===== src/rtl/pipeline_stall_ctrl.sv =====
// -----------------------------------------------------------------------------
// pipeline_stall_ctrl
//
// Central stall/flush scheduler for the 5-stage RISC-V pipeline. Every cycle it
// produces one StallBus code (Pass/Hold/Bubb) for the PC register and for each
// of the four pipeline registers. It arbitrates memory-stage waits, EX branch
// mispredicts, ID load-use hazards and fetch misses, keeps a multi-cycle flush
// window while the fetch unit drains, and maintains two saturating
// performance counters.
//
// Parameters:
//   FLUSH_CYCLES  extra IF/ID bubble cycles after a mispredict (0..15, 0 = none)
//   CNT_W         width of the performance counters
//
// Ports:
//   clk           system clock
//   rst           synchronous active-low reset
//   if_busy       fetch not ready this cycle
//   id_rs1_addr   ID source register 1        id_rs1_read  ID reads rs1
//   id_rs2_addr   ID source register 2        id_rs2_read  ID reads rs2
//   ex_rd_addr    rd held in ID/EX            ex_rd_load   ID/EX holds a load
//   branch_error  EX mispredict (level, held while EX is held)
//   mem_start     EX/MEM op in its first MEM cycle
//   mem_done      memory result/ack this cycle
//   stall_pc, stall_if_id, stall_id_ex, stall_ex_mem, stall_mem_wb
//                 StallBus code per register (combinational, used same edge)
//   stall_cnt     cycles with stall_pc != Pass (saturating)
//   flush_cnt     accepted mispredicts (saturating)
// -----------------------------------------------------------------------------
`ifndef STALL_BUS_DEFS
`define STALL_BUS_DEFS
`define STALL_PASS 2'b00
`define STALL_HOLD 2'b01
`define STALL_BUBB 2'b10
`endif

module pipeline_stall_ctrl #(
  parameter int FLUSH_CYCLES = 1,
  parameter int CNT_W        = 32
) (
  input  logic             clk,
  input  logic             rst,
  input  logic             if_busy,
  input  logic [4:0]       id_rs1_addr,
  input  logic             id_rs1_read,
  input  logic [4:0]       id_rs2_addr,
  input  logic             id_rs2_read,
  input  logic [4:0]       ex_rd_addr,
  input  logic             ex_rd_load,
  input  logic             branch_error,
  input  logic             mem_start,
  input  logic             mem_done,
  output logic [1:0]       stall_pc,
  output logic [1:0]       stall_if_id,
  output logic [1:0]       stall_id_ex,
  output logic [1:0]       stall_ex_mem,
  output logic [1:0]       stall_mem_wb,
  output logic [CNT_W-1:0] stall_cnt,
  output logic [CNT_W-1:0] flush_cnt
);

  typedef enum logic [1:0] {
    ST_RUN      = 2'd0,
    ST_MEM_WAIT = 2'd1,
    ST_FLUSH    = 2'd2
  } state_t;

  localparam logic [3:0]       FLUSH_LOAD = 4'(FLUSH_CYCLES);
  localparam logic [CNT_W-1:0] CNT_MAX    = {CNT_W{1'b1}};
  localparam logic [CNT_W-1:0] CNT_ONE    = {{(CNT_W-1){1'b0}}, 1'b1};

  // Registered state
  state_t           state_r;
  logic             ret_flush_r;   // memory wait was entered from FLUSH
  logic [3:0]       flush_left_r;  // remaining FLUSH cycles, frozen in MEM_WAIT
  logic [CNT_W-1:0] stall_cnt_r;
  logic [CNT_W-1:0] flush_cnt_r;

  // Next-state and decoded signals
  state_t     state_s;
  logic       ret_flush_s;
  logic [3:0] flush_left_s;
  logic       lu_s;
  logic       mem_wait_s;
  logic       eff_flush_s;
  logic       br_accept_s;
  logic [1:0] pc_s;
  logic [1:0] if_id_s;
  logic [1:0] id_ex_s;
  logic [1:0] ex_mem_s;
  logic [1:0] mem_wb_s;

  // Load-use hazard: the load in ID/EX writes a register ID is about to read.
  always_comb begin
    lu_s = 1'b0;
    if (ex_rd_load && (ex_rd_addr != 5'd0)) begin
      lu_s = (id_rs1_read && (id_rs1_addr == ex_rd_addr)) ||
             (id_rs2_read && (id_rs2_addr == ex_rd_addr));
    end else begin
      lu_s = 1'b0;
    end
  end

  // A memory wait covers the first MEM cycle and every later cycle up to, but
  // not including, the mem_done cycle.
  assign mem_wait_s = ((state_r == ST_MEM_WAIT) || mem_start) && !mem_done;

  // In the mem_done cycle the controller behaves as the state it came from, so
  // a wait that interrupted FLUSH still counts as flushing here.
  assign eff_flush_s = (state_r == ST_FLUSH) ||
                       ((state_r == ST_MEM_WAIT) && ret_flush_r);

  // Priority arbitration: next state and per-stage stall codes.
  always_comb begin
    state_s      = state_r;
    ret_flush_s  = ret_flush_r;
    flush_left_s = flush_left_r;
    br_accept_s  = 1'b0;
    pc_s         = `STALL_PASS;
    if_id_s      = `STALL_PASS;
    id_ex_s      = `STALL_PASS;
    ex_mem_s     = `STALL_PASS;
    mem_wb_s     = `STALL_PASS;

    if (!rst) begin
      pc_s     = `STALL_BUBB;
      if_id_s  = `STALL_BUBB;
      id_ex_s  = `STALL_BUBB;
      ex_mem_s = `STALL_BUBB;
      mem_wb_s = `STALL_BUBB;
    end else if (mem_wait_s) begin
      // Freeze everything up to EX/MEM; the flush counter is left untouched.
      pc_s        = `STALL_HOLD;
      if_id_s     = `STALL_HOLD;
      id_ex_s     = `STALL_HOLD;
      ex_mem_s    = `STALL_HOLD;
      mem_wb_s    = `STALL_BUBB;
      state_s     = ST_MEM_WAIT;
      ret_flush_s = eff_flush_s;
    end else if (branch_error) begin
      // PC passes so it loads the branch target; younger stages are squashed.
      if_id_s     = `STALL_BUBB;
      id_ex_s     = `STALL_BUBB;
      br_accept_s = 1'b1;
      ret_flush_s = 1'b0;
      if (FLUSH_CYCLES > 0) begin
        state_s      = ST_FLUSH;
        flush_left_s = FLUSH_LOAD;
      end else begin
        state_s      = ST_RUN;
        flush_left_s = 4'd0;
      end
    end else if (eff_flush_s) begin
      // Discard whatever the draining fetch delivers into IF/ID.
      if_id_s     = `STALL_BUBB;
      ret_flush_s = 1'b0;
      if (flush_left_r <= 4'd1) begin
        state_s      = ST_RUN;
        flush_left_s = 4'd0;
      end else begin
        state_s      = ST_FLUSH;
        flush_left_s = flush_left_r - 4'd1;
      end
    end else begin
      state_s      = ST_RUN;
      ret_flush_s  = 1'b0;
      flush_left_s = 4'd0;
      if (lu_s) begin
        pc_s    = `STALL_HOLD;
        if_id_s = `STALL_HOLD;
        id_ex_s = `STALL_BUBB;
      end else if (if_busy) begin
        pc_s    = `STALL_HOLD;
        if_id_s = `STALL_BUBB;
      end else begin
        pc_s    = `STALL_PASS;
        if_id_s = `STALL_PASS;
      end
    end
  end

  // State, flush window and saturating performance counters.
  always_ff @(posedge clk) begin
    if (!rst) begin
      state_r      <= ST_RUN;
      ret_flush_r  <= 1'b0;
      flush_left_r <= 4'd0;
      stall_cnt_r  <= {CNT_W{1'b0}};
      flush_cnt_r  <= {CNT_W{1'b0}};
    end else begin
      state_r      <= state_s;
      ret_flush_r  <= ret_flush_s;
      flush_left_r <= flush_left_s;
      if ((pc_s != `STALL_PASS) && (stall_cnt_r != CNT_MAX)) begin
        stall_cnt_r <= stall_cnt_r + CNT_ONE;
      end else begin
        stall_cnt_r <= stall_cnt_r;
      end
      if (br_accept_s && (flush_cnt_r != CNT_MAX)) begin
        flush_cnt_r <= flush_cnt_r + CNT_ONE;
      end else begin
        flush_cnt_r <= flush_cnt_r;
      end
    end
  end

  assign stall_pc     = pc_s;
  assign stall_if_id  = if_id_s;
  assign stall_id_ex  = id_ex_s;
  assign stall_ex_mem = ex_mem_s;
  assign stall_mem_wb = mem_wb_s;
  assign stall_cnt    = stall_cnt_r;
  assign flush_cnt    = flush_cnt_r;

endmodule


===== config.mk =====
export PLATFORM = sky130hd
export DESIGN_NAME = pipeline_stall_ctrl
export DESIGN_NICKNAME = d
export VERILOG_FILES = /design/src/rtl/pipeline_stall_ctrl.sv
export SDC_FILE = /design/constraint.sdc
export NUM_CORES = 1
export LEC_CHECK = 0
export BUFFER_PORTS_ARGS = -buffer_cell sky130_fd_sc_hd__buf_4
export CORE_AREA = 2 2 87 89
export DETAILED_ROUTE_END_ITERATION = 6
export DIE_AREA = 0 0 89 91
export GPL_TIMING_DRIVEN = 0
export HOLD_SLACK_MARGIN = 0.02
export PLACE_DENSITY = 0.8
export SLEW_MARGIN = 5
export SYNTH_ARGS = -nofsm -noshare
export SYNTH_HDL_FRONTEND = slang
export SYNTH_SLANG_ARGS = --single-unit

===== constraint.sdc =====
create_clock -name clk -period 6.1 [get_ports clk]
set_clock_uncertainty 0.2 [all_clocks]
set_input_delay 0.915 -clock clk [delete_from_list [all_inputs] [get_ports clk]]
set_output_delay 0.915 -clock clk [all_outputs]
set_load 0.05 [all_outputs]

==> results_dict.tcl <==
set metrics [dict create \
    status "complete, no violations" \
    met2_usage_pct 43.0 \
    grt_max_degree 12 \
    reg2reg_depth 7 \
    post-route-util_pct 67.5 \
    grt_antenna_before_repair 0 \
    fp.coreArea_mm2 0.00714 \
    p_per_area_mw_per_mm2 190 \
    synth_nets 485 \
    yosys.area.top_type "dfxtp_1" \
    maxCapViolations 0 \
    globalRouteTotalUtil_pct 26.2 \
    clkSinkCount 71 \
    syn_avg_cell_area_um2 8.33 \
    row_count 31 \
    critical_path_class "in2out" \
    htree_num_levels 3 \
    final-setup-viol-count 0 \
    p_leak_nw 1.83 \
    grt_pass1_vias 3595 \
    syn_inst 457 \
    cts_tree "built" \
    via_count 3868 \
    synth_top_area_share_pct 37.3 \
    hold_buffers 0 \
    grt_pass1_wl_mm 17.0 \
    cts_root_buf "clkbuf_8" \
    ys_ff_latch 71 \
    post_drt_wl_per_cell_um 15.4 \
    place_area_mm2 0.00465 \
    synth.distinct_cells 53 \
    die_area_mm2 0.00810 \
    place_congestion 0.866 \
    first_pass_iters 6 \
    startpoint "ex_rd_addr[1]" \
    port_buffers 96 \
    cp.arrival_ps 2400 \
    dr.first_iter.drc_count 255 \
    area_growth_pct 26.7 \
    nNetsFinal 592 \
    die_height_um 91 \
    initial_core_util_pct 53.3 \
    worstPathMaxFanout 3 \
    startpoint_type "input port" \
    dp_slack_ps 2610 \
    antenna_left 0 \
    grt_remaining_overflow 0 \
    final_common_cell "buf_4" \
    post_cts_buffers 0 \
    cts.clk_slew.worst_paths_ps 70 \
    most-common-layout-cells "buf_4, dfxtp_1, nor2_1" \
    finalCriticalPeriod_ps 3520 \
    ir_worst_vdd_mv 0.155 \
    hold_viol 0 \
    cts_resized 0 \
    worstMarginPinSlew_ps 745 \
    hold_path.class "reg2reg" \
    fin_area_mm2 0.00482 \
    die_x_um 89 \
    clk_latency_ps 350 \
    cts_buffers 9 \
    viasPerCell 5.82 \
    drive_above_1_share_pct 23.9 \
    yosysSeqAreaShare_pct 37.3 \
    slew_violations 0 \
    fin_setup_tns_ps 0 \
    drc 0 \
    rsz0062_at_grt "no" \
    synth_area_leaders "dfxtp_1, nor2_1, xor2_1" \
    reg2reg_to "flush_cnt[31]$_SDFFE_PN0P_" \
    ios 98 \
    endpoint "stall_if_id[1]" \
    required_ps 4980 \
    timing.fmax_ghz 0.284 \
    end_kind "output port" \
    r2r-start "flush_cnt[4]$_SDFFE_PN0P_" \
    met3_usage_pct 4.45 \
    diodes 0 \
    yosysWarnings 0 \
    netlist_area_mm2 0.00381 \
    finalCritPeriodShare_pct 57.6 \
    cts_buffer_depth 2 \
    place_hpwl_mm 7.31 \
    setup_slack_ps 2580 \
    grt_use_met1_pct 33.3 \
    slew_headroom_pct 50.2 \
    gr-max-usage-layer "met2" \
    r2r_slack_ps 3280 \
    drt_wl_total_mm 10.2 \
]
[worst min path at each step]
stage | startpoint | to | slack (ps) | depth (start not counted)
after global routing | stall_cnt[22]$_SDFFE_PN0P_ | stall_cnt[22]$_SDFFE_PN0P_ | 320 | 2
final | flush_left_r[3]$_SDFFE_PN0N_ | flush_left_r[3]$_SDFFE_PN0N_ | 290 | 2
after CTS | flush_left_r[2]$_SDFFE_PN0N_ | flush_left_r[2]$_SDFFE_PN0N_ | 300 | 2
after detailed placement | flush_left_r[2]$_SDFFE_PN0N_ | flush_left_r[2]$_SDFFE_PN0N_ | 290 | 2
after floorplan | flush_left_r[2]$_SDFFE_PN0N_ | flush_left_r[2]$_SDFFE_PN0N_ | 260 | 2
after global placement | stall_cnt[22]$_SDFFE_PN0P_ | stall_cnt[22]$_SDFFE_PN0P_ | 270 | 2
[flip-flops by register name (all words and copies together), names as in the netlist]
name	count
flush_cnt	32
flush_left_r	4
ret_flush_r	1
stall_cnt	32
state_r	2
[per-stage QoR]
stage	hold WS [ps]	std cells	total power, W
floorplan	258	457	0.000547
global placement	272	652	0.000582
detailed placement	287	652	0.000585
CTS	297	665	0.000918
global route	321	665	0.000946
finish	290	665	0.000917
[cell usage after synthesis, drive strengths merged]
master,count
and4,5
and3,7
o21ai,20
nand2b,13
or2,2
nor4b,3
clkinv,1
o31a,6
conb,1
ha,4
or3,13
xnor2,15
nand2,36
o31ai,10
a211oi,1
nand3,29
o22ai,1
nor2b,2
xor2,17
nor2,40
nand4,19
buf,14
nor4,17
clkbuf,11
a21oi,22
a311o,1
mux2i,12
or4,13
inv,13
o21a,11
dfxtp,71
o21bai,2
o311ai,2
nor3,14
o41ai,2
o211ai,1
and2,4
or3b,2
[power by group]
part	internal, W	switching [W]	total, W
Combinational	0.0000365	0.0000662	0.000103
Clock	0.000174	0.000168	0.000342
Sequential	0.000467	0.00000496	0.000472
Total	0.000677	0.000239	0.000917
[cell families after synthesis]
family,share of synthesized area (%)
adders and majority gates,1.31
buffers and inverters,5.36
and+or+nand+nor,31.8
other,0.0985
DFF,37.3
AOI/OAI and AO/OA,13.5
muxes,3.16
xor gates and xnor gates,7.36
[critical path: stages]
cell and delay [ps]:
buf_4 120, or4_1 530, o21ai_1 180, o21bai_1 180, o21ai_0 140, nor2_1 130, buf_4 200
[layer usage]
| layer | vias to the layer above | part of all wire [%] |
|---|---|---|
| met5 | - | 0 |
| met4 | 0 | 2.8 |
| met3 | 29 | 7.3 |
| met2 | 179 | 49 |
| met1 | 1795 | 41 |
| li1 | 1865 | - |
[area by class of cell]
class / count / area [um^2]
Fill cell: 619 / 2320
Multi-Input combinational cell: 347 / 2180
Sequential cell: 71 / 1420
Timing Repair Buffer: 96 / 721
Clock buffer: 12 / 165
Buffer: 25 / 151
Tap cell: 99 / 124
Inverter: 14 / 52.6
Clock inverter: 1 / 5.00
No activity file was read; power rests on OpenSTA's default activity.
